--- src/rtl/sensor_pkg.sv ---
// Shared constants, state encoding and sensor indices for the sensor polling controller.
// The SENSOR_TIMEOUT_EN build also uses TIMEOUT_CYC from this package.
package sensor_pkg;

  localparam int DATA_W      = 8;
  localparam int SUM_W       = DATA_W + 2;
  localparam int TIMEOUT_CYC = 15;

  typedef enum logic [1:0] {
    IDLE = 2'd0,
    POLL = 2'd1,
    CALC = 2'd2,
    OUT  = 2'd3
  } state_t;

  localparam logic [1:0] SENS_1 = 2'd0;
  localparam logic [1:0] SENS_2 = 2'd1;
  localparam logic [1:0] SENS_3 = 2'd2;
  localparam logic [1:0] SENS_4 = 2'd3;

endpackage

--- src/rtl/height_calc.sv ---
// Combinational height fusion: a rounded average of all four samples, or a rounded
// average of one opposing pair when a zero sample marks a reading as missing.
module height_calc
  import sensor_pkg::*;
(
  input  logic [DATA_W-1:0] s1,
  input  logic [DATA_W-1:0] s2,
  input  logic [DATA_W-1:0] s3,
  input  logic [DATA_W-1:0] s4,
  output logic [DATA_W-1:0] height
);

  logic [SUM_W-1:0] sum_all;
  logic [SUM_W-1:0] sum_13;
  logic [SUM_W-1:0] sum_24;

  always_comb begin
    sum_all = SUM_W'(s1) + SUM_W'(s2) + SUM_W'(s3) + SUM_W'(s4) + SUM_W'(2);
    sum_13  = SUM_W'(s1) + SUM_W'(s3) + SUM_W'(1);
    sum_24  = SUM_W'(s2) + SUM_W'(s4) + SUM_W'(1);
    height  = '0;
    if (s1 != '0 && s2 != '0 && s3 != '0 && s4 != '0)
      height = DATA_W'(sum_all >> 2);
    // the s1/s3 pair takes priority when both pairs hold a zero
    else if (s2 == '0 || s4 == '0)
      height = DATA_W'(sum_13 >> 1);
    else
      height = DATA_W'(sum_24 >> 1);
  end

endmodule

--- src/rtl/sensor_poll_ctrl.sv ---
// Polls four height sensors over one req/ack port, fuses the samples and offers the
// result on a valid/ready port. Define SENSOR_TIMEOUT_EN to time out silent sensors.
module sensor_poll_ctrl
  import sensor_pkg::*;
(
  input  logic              clk,
  input  logic              rst_n,
  input  logic              start,
  output logic              busy,
  output logic [1:0]        sens_sel,
  output logic              sens_req,
  input  logic              sens_ack,
  input  logic [DATA_W-1:0] sens_data,
  output logic [DATA_W-1:0] height,
  output logic              height_valid,
  input  logic              height_ready,
  output logic [3:0]        fault_mask
);

  // Handshakes: a sensor read completes in any cycle where sens_req and sens_ack are
  // both high; a result transfers in any cycle where height_valid and height_ready are.
  state_t            state, state_nx;
  logic [1:0]        idx, idx_nx;
  logic [DATA_W-1:0] samples [4];
  logic [DATA_W-1:0] fused;
  logic              ack_ok;
  logic              tmo;
  logic              adv;

  assign ack_ok = sens_req & sens_ack;
  assign adv    = ack_ok | tmo;

`ifdef SENSOR_TIMEOUT_EN
  localparam int CNT_W = $clog2(TIMEOUT_CYC + 1);
  logic [CNT_W-1:0] cnt;

  // the ack wins when it lands in the same cycle as the timeout
  assign tmo = sens_req & ~sens_ack & (cnt == CNT_W'(TIMEOUT_CYC - 1));

  always_ff @(posedge clk or negedge rst_n) begin
    if (!rst_n)
      cnt <= '0;
    else if (state != POLL || adv)
      cnt <= '0;
    else
      cnt <= cnt + CNT_W'(1);
  end

  always_ff @(posedge clk or negedge rst_n) begin
    if (!rst_n)
      fault_mask <= '0;
    else if (state == IDLE && start)
      fault_mask <= '0;
    else if (tmo)
      fault_mask[idx] <= 1'b1;
  end
`else
  assign tmo        = 1'b0;
  assign fault_mask = '0;
`endif

  always_comb begin
    state_nx = state;
    idx_nx   = idx;
    case (state)
      IDLE: if (start) begin
        state_nx = POLL;
        idx_nx   = SENS_1;
      end
      POLL: if (adv) begin
        // idx wraps back to SENS_1 as the last sensor completes
        idx_nx = idx + 2'd1;
        if (idx == SENS_4) state_nx = CALC;
      end
      CALC:    state_nx = OUT;
      OUT:     if (height_ready) state_nx = IDLE;
      default: state_nx = IDLE;
    endcase
  end

  always_ff @(posedge clk or negedge rst_n) begin
    if (!rst_n) begin
      state        <= IDLE;
      idx          <= SENS_1;
      sens_sel     <= SENS_1;
      sens_req     <= 1'b0;
      busy         <= 1'b0;
      height_valid <= 1'b0;
    end else begin
      state        <= state_nx;
      idx          <= idx_nx;
      sens_sel     <= idx_nx;
      sens_req     <= (state_nx == POLL);
      busy         <= (state_nx != IDLE);
      height_valid <= (state_nx == OUT);
    end
  end

  always_ff @(posedge clk or negedge rst_n) begin
    if (!rst_n) begin
      for (int i = 0; i < 4; i++) samples[i] <= '0;
    end else if (adv) begin
      samples[idx] <= ack_ok ? sens_data : '0;
    end
  end

  height_calc u_height_calc (
    .s1     (samples[0]),
    .s2     (samples[1]),
    .s3     (samples[2]),
    .s4     (samples[3]),
    .height (fused)
  );

  always_ff @(posedge clk or negedge rst_n) begin
    if (!rst_n)
      height <= '0;
    else if (state == CALC)
      height <= fused;
  end

endmodule

--- config.mk ---
export PLATFORM = sky130hd
export DESIGN_NAME = sensor_poll_ctrl
export DESIGN_NICKNAME = d
export VERILOG_FILES = /design/src/rtl/sensor_pkg.sv /design/src/rtl/height_calc.sv /design/src/rtl/sensor_poll_ctrl.sv
export SDC_FILE = /design/constraint.sdc
export NUM_CORES = 1
export LEC_CHECK = 0
export CAP_MARGIN = 20
export CORE_MARGIN = 10
export CORE_UTILIZATION = 59
export CTS_CLUSTER_DIAMETER = 150
export DETAILED_ROUTE_END_ITERATION = 8
export PLACE_DENSITY = 0.87
export SLEW_MARGIN = 30
export SYNTH_ARGS = -nofsm -noshare
export SYNTH_HDL_FRONTEND = slang
export SYNTH_SLANG_ARGS = --single-unit
--- constraint.sdc ---
create_clock -name clk -period 4.1 [get_ports clk]
set_clock_uncertainty 0.2 [all_clocks]
set_input_delay 0.82 -clock clk [delete_from_list [all_inputs] [get_ports clk]]
set_output_delay 0.82 -clock clk [all_outputs]
set_load 0.02 [all_outputs]
==> summary.md <==
| Metric | Value |
|---|---|
| Fmax | around 270 MHz |
| Total grt overflow | 0 |
| Slew @ Worst Pin | 606 ps |
| Post-CTS Setup Repair Bufs | 0 |
| GPL Wtd Cong | 0.934 |
| Main synth FF type | dfrtp_1 |
| I/O pins | 30 |
| Area growth, synth to finish | 12.3% |
| Vias | between 2000 and 3000 |
| Area contributors post-synth | dfrtp_1, ha_1, mux2_2, fa_1, inv_1 |
| Reg2reg setup slack | 350 ps |
| Final setup TNS | 0 ps |
| Crit end category | flop |
| CTS tree | built |
| Rows | 28 |
| FF+latch count, synth | between 40 and 50 |
| Vias per inst | around 6.2 |
| Die ar. | ~9400 sq um |
| Crit path setup slack, layout | 353 ps |
| Unrepaired setup endpoints after global routing | false |
| Nature of the critical path startpoint | flop |
| # diodes | 0 |
| Worst Setup SP | samples[24] |
| Post-DP HPWL | approximately 6500 um |
| CP Data Required Time | between 4000 and 5000 ps |
| Asr flop ratio synth | 100% |
| Hold crit path type | flop to flop |
| Layout cells sized above 1 | around an eighth |
| Routed wire length per instance | about 18 um |
| Mapped Cells | 352 |
| Die H | 97.2 um |
| Pre-Repair DR Iteration Count | 5 |
| Clk_lat worst skew | ~300 ps |
| Crit share post-route | 91.4% |
| Critical-path maximum fanout | 5 |
| Hold Vio Cnt, Final | 0 |
| Mapped Area | between 3000 and 4000 sq um |
| Status | finished clean |
| Vias in the first global route | roughly 2900 |
| Area fraction of the dominant cell type after synthesis | approximately 33% |
| CP Class | flop to flop |
| Final WL | ~8300 um |
| CTS buffer count | 5 |
| Buffers on Ports | 25 |
| Fin. max-slew vios | 0 |
| CTS H-tree lvls | 2 |
| Max_cap viols | 0 |
| Core Box Area | 5850 sq um |
| Worst Reg-to-Reg Cells | 16 |
| First-pass GRT wire length | about 14000 um |
| CTS root buffer | clkbuf_8 |
| EDFF count, synth | 0 |
| DRC violation count after routing | 0 |
| Endpoints failing setup | 0 |
| Synthesized area per cell | between 9 and 10 sq um |
| Initial antenna violation count | 0 |
| Synth area leader | dfrtp_1 |
| Slew margin rel. | around three fifths |
| Crit Reg-Reg Startpoint | samples[24] |
| CTS sink count | 47 |
| Detailed router's first-iteration violation count | about 280 |
| Critical R2R Capture | height[4] |
| Minimum clock period | 3750 ps |
| Post-route ant nets | 0 |
| Die width | 97.2 um |
| CTS Buffer Depth | 2 |
| Largest net degree at the start of global routing | 48 |
| CP arrival | between 3000 and 4000 ps |
| Hold Buf Count CTS | 0 |
| Worst-path clk slew | 90 ps |
| Nets@finish | between 400 and 500 |
| Sequential cell area fraction in the yosys report | about a third |
| Overall routing resource usage | 17.5% |
| Setup crit end | height[4] |
| Synth warn | 0 |
| Unique masters post-synth | 52 |
| Initial core utilization | about 60% |
| Worst slack at placement | 385 ps |
critical path: stages, from the launching register on:
cell and delay (ps):
dfrtp_1 430, ha_1 200, inv_1 60, fa_1 400
nor2b_1 120, o21ai_0 130, nand2_1 110, xnor2_1 80
fa_1 490, inv_1 50, ha_1 330, nand3_1 170
o2111ai_1 280, a21oi_1 130, xnor2_1 160, mux2i_1 90
o31ai_1 210
through the flow:
| step | area [sq um] | hold WS [ps] | std cells | utilization (%) |
|---|---|---|---|---|
| 2_1_floorplan | 3530 | 324 | 355 | - |
| 3_3_place_gp | 3810 | 249 | 446 | 65.2 |
| 3_5_place_dp | 3810 | 256 | 446 | 65.2 |
| 4_1_cts | 3950 | 277 | 454 | 67.5 |
| 5_1_grt | 3950 | 310 | 454 | 67.5 |
| 6_report | 3950 | 269 | 454 | 67.5 |
sequential cells by signal, summed over array words and instances, names as in the netlist:
| signal | flops |
|---|---|
| busy | 1 |
| height | 8 |
| height_valid | 1 |
| idx | 2 |
| samples | 32 |
| sens_req | 1 |
| state | 2 |
worst min-delay path by stage:
stage / from / endpoint / slack, ps / depth (start not counted)
3_5_place_dp: height[2] / height[2] / 260 / 2
4_1_cts: height[2] / height[2] / 280 / 2
3_3_place_gp: height[2] / height[2] / 250 / 2
2_1_floorplan: rst_n / busy / 320 / 0
5_1_grt: height[2] / height[2] / 310 / 2
6_report: height[2] / height[2] / 270 / 2
cell families (layout without fill, tap and decap cells):
kind of cell	count (synthesis)	after routing	share of synthesized area, %
simple gates	79	79	11.0
compound gates	71	71	14.2
buf+inv	51	75	6.12
flops	47	47	33.5
fa+ha+maj	45	45	18.1
mux	37	37	11.7
xor+xnor	21	21	5.23
other cells	1	4	0.107
routing by layer:
layer	GRT usage [%]	part of all wire [%]	up-vias
li1	-	-	1287
met2	29.7	50	110
met4	5.33	1.8	0
met1	21.9	42	1410
met3	3.20	6.1	18
met5	0	0	-
final cells by class:
type	count	area, sq um
Clock buffer	6	72.6
Clock inverter	2	60.1
Fill cell	409	1900
Inverter	41	154
Multi-Input combinational cell	257	2140
Sequential cell	47	1180
Tap cell	75	93.8
Timing Repair Buffer	26	255
synth_stat cells (2+ instances only):
| master | number |
|---|---|
| nand3_1 | 8 |
| and2_1 | 2 |
| buf_4 | 4 |
| dfrtp_1 | 47 |
| a31oi_1 | 6 |
| xor2_1 | 8 |
| o21bai_1 | 2 |
| mux2_2 | 33 |
| a211oi_1 | 2 |
| a21o_1 | 5 |
| clkbuf_1 | 4 |
| or2_2 | 3 |
| o211a_1 | 2 |
| nor2_1 | 19 |
| nor4_1 | 8 |
| a21oi_1 | 14 |
| o21ai_0 | 10 |
| nor3_1 | 8 |
| nand2_1 | 20 |
| ha_1 | 35 |
| fa_1 | 10 |
| mux2i_1 | 4 |
| a21boi_0 | 3 |
| o211ai_1 | 3 |
| o21ai_1 | 4 |
| nor2b_1 | 4 |
| o21a_1 | 4 |
| inv_1 | 41 |
| o2111ai_1 | 3 |
| and3_1 | 2 |
| xnor2_1 | 13 |
repair_timing:
| item | in CTS | in global routing |
|---|---|---|
| endpoints found under the hold margin | 0 | 0 |
| resized for setup | 0 | 1 |
| setup endpoints to repair | 0 | 2 |
cell usage in the layout (no fill, tap or decap), types with 2 or more instances in the layout:
cell type	n
a21boi_0	2
o211a_1	2
a21o_1	5
nand2_1	20
xor2_1	8
nand3_1	8
o21bai_1	2
a31oi_1	6
xnor2_1	13
a211oi_1	2
o21ai_1	4
inv_1	41
nor2_1	19
buf_4	2
and3_1	2
conb_1	4
mux2_2	33
clkbuf_8	5
o21ai_0	10
fa_1	10
a21oi_1	14
mux2i_1	4
o2111ai_1	3
bufinv_16	2
or2_2	3
and2_1	2
o21a_1	4
nor3_1	8
clkdlybuf4s50_1	24
nor2b_1	4
dfrtp_1	47
nor4_1	8
o211ai_1	3
ha_1	35
Power is not shown: default switching activity piles up to over one toggle a cycle in this logic, so the estimate is an artifact.
